### src/rtl/gshare_spec_predictor_pkg.sv
`default_nettype none
// +----------------------------------------------------------------------------+
// | gshare_spec_predictor_pkg: rv32i types and saturating-counter helpers      |
// | Revision: 1.0                                                              |
// +----------------------------------------------------------------------------+
package gshare_spec_predictor_pkg;

  typedef logic [31:0] rv32i_word;
  typedef logic [6:0]  rv32i_opcode;

  localparam rv32i_opcode op_lui   = 7'b0110111;
  localparam rv32i_opcode op_auipc = 7'b0010111;
  localparam rv32i_opcode op_jal   = 7'b1101111;
  localparam rv32i_opcode op_jalr  = 7'b1100111;
  localparam rv32i_opcode op_br    = 7'b1100011;
  localparam rv32i_opcode op_load  = 7'b0000011;
  localparam rv32i_opcode op_store = 7'b0100011;
  localparam rv32i_opcode op_imm   = 7'b0010011;
  localparam rv32i_opcode op_reg   = 7'b0110011;

  // Counters are carried at the widest legal width; callers truncate to CTR_BITS.
  localparam int unsigned BP_CTR_MAX_BITS = 4;
  typedef logic [BP_CTR_MAX_BITS-1:0] bp_ctr_t;

  function automatic bp_ctr_t bp_ctr_max(input int unsigned bits);
    return bp_ctr_t'((32'd1 << bits) - 32'd1);
  endfunction

  // Weakly not-taken: 2**(bits-1)-1, which is 0 for a 1-bit counter.
  function automatic bp_ctr_t bp_ctr_reset(input int unsigned bits);
    return (bits <= 1) ? bp_ctr_t'(0) : bp_ctr_t'((32'd1 << (bits - 1)) - 32'd1);
  endfunction

  function automatic bp_ctr_t ctr_next(input bp_ctr_t ctr, input logic taken,
                                       input int unsigned bits);
    if (taken) return (ctr == bp_ctr_max(bits)) ? ctr : ctr + 4'd1;
    else       return (ctr == '0) ? ctr : ctr - 4'd1;
  endfunction

endpackage
`default_nettype wire

### src/rtl/gshare_spec_predictor_sat_counter_table.sv
`default_nettype none
// +----------------------------------------------------------------------------+
// | sat_counter_table: register-based pattern-history table of sat. counters   |
// | Revision: 1.0                                                              |
// +----------------------------------------------------------------------------+
module sat_counter_table
  import gshare_spec_predictor_pkg::*;
#(
  parameter int unsigned IDX_BITS = 6,
  parameter int unsigned CTR_BITS = 2
) (
  input  logic                clk,
  input  logic                rst,
  input  logic [IDX_BITS-1:0] rd_idx_i,
  output logic                rd_taken_o,
  input  logic                wr_valid_i,
  input  logic [IDX_BITS-1:0] wr_idx_i,
  input  logic                wr_taken_i
);

  localparam int DEPTH = 2 ** IDX_BITS;
  localparam logic [CTR_BITS-1:0] BP_CTR_RESET = CTR_BITS'(bp_ctr_reset(CTR_BITS));

  logic [CTR_BITS-1:0] pht_q [DEPTH];
  logic [CTR_BITS-1:0] wr_ctr_d;

  // Read returns the pre-update value; a same-cycle write is not bypassed.
  assign rd_taken_o = pht_q[rd_idx_i][CTR_BITS-1];

  always_comb begin
    wr_ctr_d = CTR_BITS'(ctr_next(bp_ctr_t'(pht_q[wr_idx_i]), wr_taken_i, CTR_BITS));
  end

  always_ff @(posedge clk) begin
    if (rst) begin
      for (int i = 0; i < DEPTH; i++) begin
        pht_q[i] <= BP_CTR_RESET;
      end
    end else if (wr_valid_i) begin
      pht_q[wr_idx_i] <= wr_ctr_d;
    end
  end

endmodule
`default_nettype wire

### src/rtl/gshare_spec_predictor.sv
`default_nettype none
// +----------------------------------------------------------------------------+
// | gshare_spec_predictor: gshare direction predictor, speculative history     |
// | with checkpoint recovery. Optional BP_PERF_EN adds perf counters.          |
// | Revision: 1.0                                                              |
// +----------------------------------------------------------------------------+
module gshare_spec_predictor
  import gshare_spec_predictor_pkg::*;
#(
  parameter int unsigned IDX_BITS  = 6,
  parameter int unsigned HIST_BITS = 6,
  parameter int unsigned CTR_BITS  = 2
) (
  input  logic                 clk,
  input  logic                 rst,
  input  logic                 id_valid,
  input  logic [31:0]          pc,
  input  logic [6:0]           op,
  input  logic [31:0]          imm,
  output logic                 pred,
  output logic [31:0]          pred_addr,
  output logic [IDX_BITS-1:0]  pred_idx,
  output logic [HIST_BITS-1:0] pred_hist,
  input  logic                 upd_valid,
  input  logic                 upd_taken,
  input  logic                 upd_mispred,
  input  logic [IDX_BITS-1:0]  upd_idx,
  input  logic [HIST_BITS-1:0] upd_hist
`ifdef BP_PERF_EN
  ,
  output logic [31:0]          perf_branches,
  output logic [31:0]          perf_mispreds
`endif
);

  logic [HIST_BITS-1:0] spec_hist_q, spec_hist_d;
  logic [HIST_BITS-1:0] w_hist_shift, w_hist_recover;
  logic                 w_is_br, w_tbl_taken;

  assign w_is_br   = id_valid && (op == op_br);
  assign pred_idx  = pc[IDX_BITS+1:2] ^ IDX_BITS'(spec_hist_q);
  assign pred      = w_is_br && w_tbl_taken;
  assign pred_addr = pc + imm;
  assign pred_hist = spec_hist_q;

  sat_counter_table #(
    .IDX_BITS (IDX_BITS),
    .CTR_BITS (CTR_BITS)
  ) u_pht (
    .clk        (clk),
    .rst        (rst),
    .rd_idx_i   (pred_idx),
    .rd_taken_o (w_tbl_taken),
    .wr_valid_i (upd_valid),
    .wr_idx_i   (upd_idx),
    .wr_taken_i (upd_taken)
  );

  // The oldest checkpoint bit falls off the end of the shift.
  generate
    if (HIST_BITS == 1) begin : g_hist_one
      logic w_unused_upd_hist;
      assign w_unused_upd_hist = upd_hist[0];
      assign w_hist_shift      = pred;
      assign w_hist_recover    = upd_taken;
    end else begin : g_hist_multi
      logic w_unused_upd_hist;
      assign w_unused_upd_hist = upd_hist[HIST_BITS-1];
      assign w_hist_shift      = {spec_hist_q[HIST_BITS-2:0], pred};
      assign w_hist_recover    = {upd_hist[HIST_BITS-2:0], upd_taken};
    end
  endgenerate

  // A mispredict flushes the ID instruction, so recovery beats the shift.
  always_comb begin
    spec_hist_d = spec_hist_q;
    if (upd_valid && upd_mispred) begin
      spec_hist_d = w_hist_recover;
    end else if (w_is_br) begin
      spec_hist_d = w_hist_shift;
    end
  end

  always_ff @(posedge clk) begin
    if (rst) spec_hist_q <= '0;
    else     spec_hist_q <= spec_hist_d;
  end

`ifdef BP_PERF_EN
  logic [31:0] perf_branches_q, perf_mispreds_q;

  always_ff @(posedge clk) begin
    if (rst) begin
      perf_branches_q <= '0;
      perf_mispreds_q <= '0;
    end else if (upd_valid) begin
      perf_branches_q <= perf_branches_q + 32'd1;
      if (upd_mispred) perf_mispreds_q <= perf_mispreds_q + 32'd1;
    end
  end

  assign perf_branches = perf_branches_q;
  assign perf_mispreds = perf_mispreds_q;
`endif

endmodule
`default_nettype wire
### config.mk
export PLATFORM = sky130hd
export DESIGN_NAME = gshare_spec_predictor
export DESIGN_NICKNAME = d
export VERILOG_FILES = /design/src/rtl/gshare_spec_predictor_pkg.sv /design/src/rtl/gshare_spec_predictor_sat_counter_table.sv /design/src/rtl/gshare_spec_predictor.sv
export SDC_FILE = /design/constraint.sdc
export NUM_CORES = 1
export LEC_CHECK = 0
export CAP_MARGIN = 25
export CORE_MARGIN = 2
export CORE_UTILIZATION = 35
export DETAILED_ROUTE_END_ITERATION = 6
export PLACE_DENSITY = 0.64
export SYNTH_ARGS = -nofsm -noshare
export SYNTH_HDL_FRONTEND = slang
export SYNTH_SLANG_ARGS = --single-unit
export TNS_END_PERCENT = 10
### constraint.sdc
create_clock -name clk -period 11.19 [get_ports clk]
set_input_delay 2.238 -clock clk [delete_from_list [all_inputs] [get_ports clk]]
set_output_delay 2.238 -clock clk [all_outputs]
set_load 0.05 [all_outputs]
# Word level (Yosys, flattened, before mapping)
# Memory sizes are Yosys's and may differ from the RTL's.
# Index checks and enable logic that the tools add are counted.
classes:
  add_sub_neg: 3
  n_mul: 0
  n_div: 0
  n_lt_le_gt_ge: 0
  eq_ne: 2
  n_shift: 0
  n_mux: 13
  bitwise: 1
  n_reduce_logical: 6
ops:
  columns: ["op", "n"]
  rows:
  - ["32-bit adder", 1]
  - ["6-bit two-way mux", 3]
  - ["2-bit two-way mux", 4]
  - ["7-bit equality test (second input constant)", 1]
  - ["1-bit two-way mux", 6]
  - ["6-bit XOR", 1]
  - ["1-bit logical AND", 3]
  - ["2-bit by 1-bit adder with 2-bit output (second input constant)", 1]
  - ["2-bit equality test (second input constant)", 1]
  - ["2-bit zero test", 1]
  - ["2-bit nonzero test", 1]
  - ["2-bit OR reduction", 1]
  - ["2-bit by 1-bit subtractor with 2-bit output (second input constant)", 1]
word_totals:
  reg_bits: 6
  latch_bits: 0
  mem_bits_rw: 128
  romBits: 0
  in_bits: 89
  out_inout_bits: 45
  wordCells: 27
  n_memories: 1
memory_table:
  columns: ["name", "depth", "width", "rd", "rd_ports_with_merged_regs", "wr", "line_no", "source"]
  rows:
  - ["u_pht.pht_q", 64, 2, 2, 0, 64, "gshare_spec_predictor_sat_counter_table.sv:24", "logic [CTR_BITS-1:0] pht_q [DEPTH];"]

# Longest topological paths before layout
# Gate-level depths: netlist (run 1).
logic_depth:
  word_depth: 5
  ltp_mapped: 12
  mapped_depth_nobuf: 11

# By module
# A second synthesis (run 1) with hierarchy kept.
unflattened:
  hier_cells: 914
  hier_area_um2: 9215.1
modules_own_cells:
  columns: ["module", "n_inst", "cells_each", "area_per_inst_um2", "seq_area_each_um2"]
  rows:
  - ["sat_counter_table", 1, 625, 7086.8, 3843.7]
  - ["gshare_spec_predictor", 1, 289, 2128.3, 120.1]

# Worst setup path before layout (run 1)
# No wires, ideal clock.
synth_timing:
  kind: "input -> output"
  start: "input pc[0]"
  end: "output pred_addr[24]"
  t_arrival_ns: 4.968
  required_ns: 8.952
  slack_ns: 3.984
  path_stages: 11
  n_path_buf: 0
  cell_sequence: "ha_1 inv_1 fa_1 nor2b_1 o31a_1 o21ai_1 a311oi_1 o221ai_1 o21ai_1 nor2_1 xnor2_1"
synth_via:
  elab_chain_len: 1
synth_lines:
  columns: ["element", "line_no", "source"]
  rows:
  - ["start, declared", "gshare_spec_predictor.sv:17", "input logic [31:0] pc,"]
  - ["32-bit adder", "gshare_spec_predictor.sv:43", "assign pred_addr = pc + imm;"]
  - ["end, declared", "gshare_spec_predictor.sv:21", "output logic [31:0] pred_addr,"]
# No other way between the ends.

# Worst setup path in the final report (run 1)
layout_timing:
  start: "input imm[0]"
  end: "output pred_addr[28]"
layout_via:
  elab_chain_len: 1
layout_lines:
  columns: ["element", "line_no", "source"]
  rows:
  - ["start, declared", "gshare_spec_predictor.sv:19", "input logic [31:0] imm,"]
  - ["32-bit adder", "gshare_spec_predictor.sv:43", null]
# No other way between the ends.

==> reports/metrics.yaml, run 1 <==
outcome: "complete, no violations"
root_buffer: "clkbuf_16"
post-dp-hpwl_um: 18100
worstMarginPinSlew_ps: 1200
cts_tree: "built"
place_congestion: 0.858
swShare: 0.328
critPathLaunchType: "primary input"
clk_latency_ps: 430
fin_util: 0.438
skew_ps: 7.84
gr-usage-met1: 0.266
nNetsFinal: 1091
die_x_um: 164
crit_slowest_cell: "clkdlybuf4s50_1"
route.detailed.drc: 0
grt_pass1_vias: 7274
hold_class: "reg -> reg"
grt_use_met2: 0.309
cts-resized-gates: 0
async_reset_ff_frac: 0
wl_per_cell_um: 20.3
max_slew_margin: 0.192
clockBufferDepth: 2
grt_max_degree: 69
synth_edf_count: 128
netlist_area_mm2: 0.00896
max_cap_violations: 0
cp_max_fo: 4
cts.sink_count: 134
syn_area_per_cell_um2: 10.2
min_period_ps: 8570
cp-end-kind: "primary output"
arrival_ps: 6330
synthFlopType: "edfxtp_1"
antenna_found_initial: 0
drv_slew: 0
first_pass_iters: 5
syn_to_final_growth_pct: 23.2
yosys_warnings: 0
synthCells: 877
via_count: 7596
fmax_mhz: 117
tns_ps: 0
leakagePower_nw: 3.67
drive_above_1_share: 0.0722
crit_chain: "clkdlybuf4s50_1, ha_1, inv_1, fa_1, nor2b_1, o31a_1, o21ai_1, a311oi_1, o221ai_1, o21ai_1, mux2i_1, and3_1, clkdlybuf4s50_1"
layout_commonest_cell: "clkdlybuf4s50_1"
io_pins: 134
fp.dieH_um: 164
rows: 58
syn_nets: 998
combPwrFrac: 0.288
clockPowerShare: 0.347
first_iter_violations: 723
cts_max_level: 4
setup_violations: 0
die_area_mm2: 0.0269
grt_busiest_layer: "met2"
power_density_mw_per_mm2: 141
wl_um: 26600
antenna_left: 0
cp_slowest_stage_delay_ps: 810
met3_usage: 0.0525
numCtsBuffers: 17
yosysUniqueCellTypes: 62
antenna_cells: 0
net-switching-power_w: 0.000511
grt_pass1_wl_um: 40300
post_cts_buffers: 0
groute.usage.overall: 0.197
hold_viol_final: 0
p_int_w: 0.00105
path_clk_slew_ps: 60
grt-ovfl-total: 0
layout_common_cells: "clkdlybuf4s50_1 (129), edfxtp_1 (128), nand2_1 (84), nor2_1 (77), nor3_1 (64)"
cp.required_ps: 8950
pwr-share-seq: 0.365
critPathKind: "in -> out"
rsz0062_at_grt: "false"
core-area_mm2: 0.0252
ys_ff_latch: 134
vdd_drop_max_uv: 108
cts_hold_buf: 0
viasPerCell: 5.79
start_util: 0.356
seq_area_frac_synth: 0.442
finalCritPeriodShare: 0.766
port_buffers: 132
synthesized netlist by cell type (7+ instances only):
library cell  instances  share of area
a211oi_1             16          0.013
a21o_1               12          0.010
a21oi_1              30          0.017
a221oi_1             12          0.012
a31oi_1               7         0.0049
and3_1                8         0.0056
buf_2                25          0.014
clkbuf_1             39          0.016
edfxtp_1            128           0.43
ha_1                 31          0.043
inv_1                15         0.0063
mux2i_1              28          0.031
mux4_1               14          0.041
mux4_2               19          0.048
nand2_1              84          0.035
nand2b_1              7         0.0049
nand3_1              54          0.030
nand3b_1              8         0.0067
nor2_1               77          0.032
nor3_1               64          0.036
o21ai_0              54          0.030
o21ai_1              29          0.016
xnor2_1              17          0.017
xor2_1               12          0.012
final timing paths:
kind | start | to | slack (ps) | depth (start not counted)
worst max-delay path | imm[0] | pred_addr[28] | 2620 | 13
worst min-delay path | pred_hist[5] | pred_hist[5] | 600 | 2
worst max register to register | u_pht.pht_q[22][1] | u_pht.pht_q[61][0] | 7740 | 9
worst min register to register | pred_hist[5] | pred_hist[5] | 600 | 2
worst max-delay path: cells and delay by family:
family / cells / cell delay [ps]
AO/OA/AOI/OAI: 5 / 1520
AND/OR/NAND/NOR: 2 / 360
adder cells (fa/ha/maj): 2 / 600
multiplexers: 1 / 250
buffers and inverters: 3 / 1360
through the flow:
step                      cell area (µm²)  total power (W)  setup slack [ps]  std cells  hold slack (ps)
after floorplan                      8960         0.000877              3980        877              786
after global placement              10500          0.00102              2700       1281              591
after detailed placement            10500          0.00103              2640       1281              589
after CTS                           11000          0.00156              2620       1313              607
after global routing                11000          0.00162              2370       1313              635
final                               11000          0.00156              2620       1313              596
power by group through the flow:
stage | clock, W | combinational, W | sequential (W)
finish | 0.000542 | 0.000449 | 0.000569
global route | 0.000567 | 0.000478 | 0.000570
CTS | 0.000545 | 0.000449 | 0.000569
detailed placement | 0 | 0.000447 | 0.000579
global placement | 0 | 0.000444 | 0.000579
floorplan | 0 | 0.000296 | 0.000581
layout make-up:
type,instances,area [µm²]
inverter,16,60.1
tap,330,413
multi-input combinational,658,4650
clock buffer,18,429
timing repair buffer,143,1390
fill,2357,14100
clock inverter,14,135
sequential,134,3960
state kept, by name (all words and copies together), names as in the netlist:
name / flops
pred_hist: 6
u_pht.pht_q: 128
kinds of logic after synthesis:
| group | after synthesis | synth area share |
|---|---|---|
| DFF | 134 | 0.442 |
| adders and majority gates | 34 | 0.0478 |
| AOI/OAI and AO/OA | 193 | 0.132 |
| and+or+nand+nor | 333 | 0.176 |
| muxes | 67 | 0.128 |
| buffers and inverters | 85 | 0.0404 |
| xor gates and xnor gates | 31 | 0.0332 |
routing by layer:
layer  wire (µm)  part of all wire
met5           0                 0
met4         568             0.021
met3        2670              0.10
met2       12000              0.45
met1       11300              0.43
Note: power is estimated with default switching activity, not from simulation.
==> run 2, diff against run 1 <==
Clock period 11.19 ns to 8.8 ns, I/O delays scaled along.
==> reports/metrics.yaml, run 2 (synthesis gave the netlist of run 1 again) <==
layout_commonest_cell: "clkdlybuf4s50_1"
die_x_um: 164
max_slew_margin: 0.257
die_area_mm2: 0.0269
cp-end-kind: "primary output"
cts_hold_buf: 0
crit_family: "compound AO/OA/AOI/OAI gates"
dpl.cell_count: 1282
gr-usage-met1: 0.267
min-delay-start: "pred_hist[5]"
min_to: "pred_hist[5]"
wl_um: 26700
antenna_left: 0
hold_viol_final: 0
critPathLaunchType: "primary input"
rr_endpoint: "u_pht.pht_q[14][0]"
root_buffer: "clkbuf_16"
cp.depth: 13
fmax_mhz: 133
finalCritPeriodShare: 0.852
post_cts_buffers: 0
setup.worst_path.start: "imm[0]"
vdd_drop_max_uv: 117
cp_num_buf_inv: 3
met3_usage: 0.0523
place_congestion: 0.858
hold_class: "reg -> reg"
groute.usage.overall: 0.197
fp.dieH_um: 164
antenna_found_initial: 0
leakagePower_nw: 3.70
arrival_ps: 5740
cp_max_fo: 4
instances_no_fill: 1314
cp_slowest_stage_delay_ps: 810
nNetsFinal: 1092
port_buffers: 132
grt_use_met2: 0.310
wl_per_cell_um: 20.3
grt_pass1_wl_um: 40400
cp.required_ps: 7040
clk_latency_ps: 420
drv_slew: 0
crit_chain: "clkdlybuf4s50_1, ha_1, inv_1, fa_1, nor2b_1, o31a_1, o21ai_1, a311oi_1, o221ai_1, a31oi_1, mux2i_1, nand3b_1, clkdlybuf4s50_1"
regMostFlops: "u_pht.pht_q"
clockBufferDepth: 2
grt_pass1_vias: 7253
cts_max_level: 4
layout_common_cells: "clkdlybuf4s50_1 (129), edfxtp_1 (128), nand2_1 (84), nor2_1 (77), nor3_1 (64)"
worstMarginPinSlew_ps: 1110
crit_path_frequent_cell: "clkdlybuf4s50_1"
min_period_ps: 7500
rows: 58
setup_violations: 0
worstHoldPathCells: 2
drive_above_1_share: 0.0752
first_pass_iters: 5
crit_slowest_cell: "clkdlybuf4s50_1"
critPathKind: "in -> out"
whs_ps: 597
core-area_mm2: 0.0252
grt-ovfl-total: 0
rr_worst_depth: 9
cts.sink_count: 134
start_util: 0.356
grt_busiest_layer: "met2"
rsz0062_at_grt: "false"
io_pins: 134
cts_tree: "built"
outcome: "complete, no violations"
first_iter_violations: 788
cts-resized-gates: 0
antenna_cells: 0
rr_startpoint: "u_pht.pht_q[22][1]"
power_density_mw_per_mm2: 181
syn_to_final_growth_pct: 23.6
numCtsBuffers: 17
rrSetupSlack_ps: 5350
post-dp-hpwl_um: 18200
route.detailed.drc: 0
path_clk_slew_ps: 60
skew_ps: 6.58
final_cell_area_mm2: 0.0111
place_area_mm2: 0.0105
viasPerCell: 5.81
via_count: 7630
largest_reg_flops: 128
power_w: 0.00201
grt_max_degree: 69
tns_ps: 0
max_cap_violations: 0
-- run 2: worst max path at each step --
stage                               end  slack [ps]
after global routing      pred_addr[28]        1010
after global placement    pred_addr[30]        1280
after floorplan           pred_addr[24]        2550
after CTS                 pred_addr[30]        1280
final                     pred_addr[30]        1300
after detailed placement  pred_addr[30]        1310
-- run 2: per-stage QoR --
stage                     setup slack, ps   util
after global placement               1280  0.416
after floorplan                      2550      -
after CTS                            1280  0.440
final                                1300  0.440
after global routing                 1010  0.440
after detailed placement             1310  0.416
-- run 2: per-layer routing --
metal / wire length [µm] / part of all wire
met4: 554 / 0.021
met3: 2860 / 0.11
met5: 0 / 0
met2: 12000 / 0.45
met1: 11300 / 0.42
-- run 2: final cells by class --
type	instances	area (µm²)
inverters	16	60.1
clock inverters	14	160
multi-input cells	658	4650
well taps	330	413
repair buffers	144	1400
clock buffers	18	429
fillers	2399	14100
flip-flops and latches	134	3960
-- run 2: power breakdown --
group          internal [W]  total [W]  switching [W]
Combinational      0.000208   0.000572       0.000364
Sequential         0.000714   0.000724      0.0000100
Clock              0.000442   0.000712       0.000270
Total               0.00136    0.00201       0.000644
-- run 2: worst min-delay path: stages, from the launching register on --
cell,delay [ps]
dfxtp_1,330
mux2i_1,130
a211oi_1,90
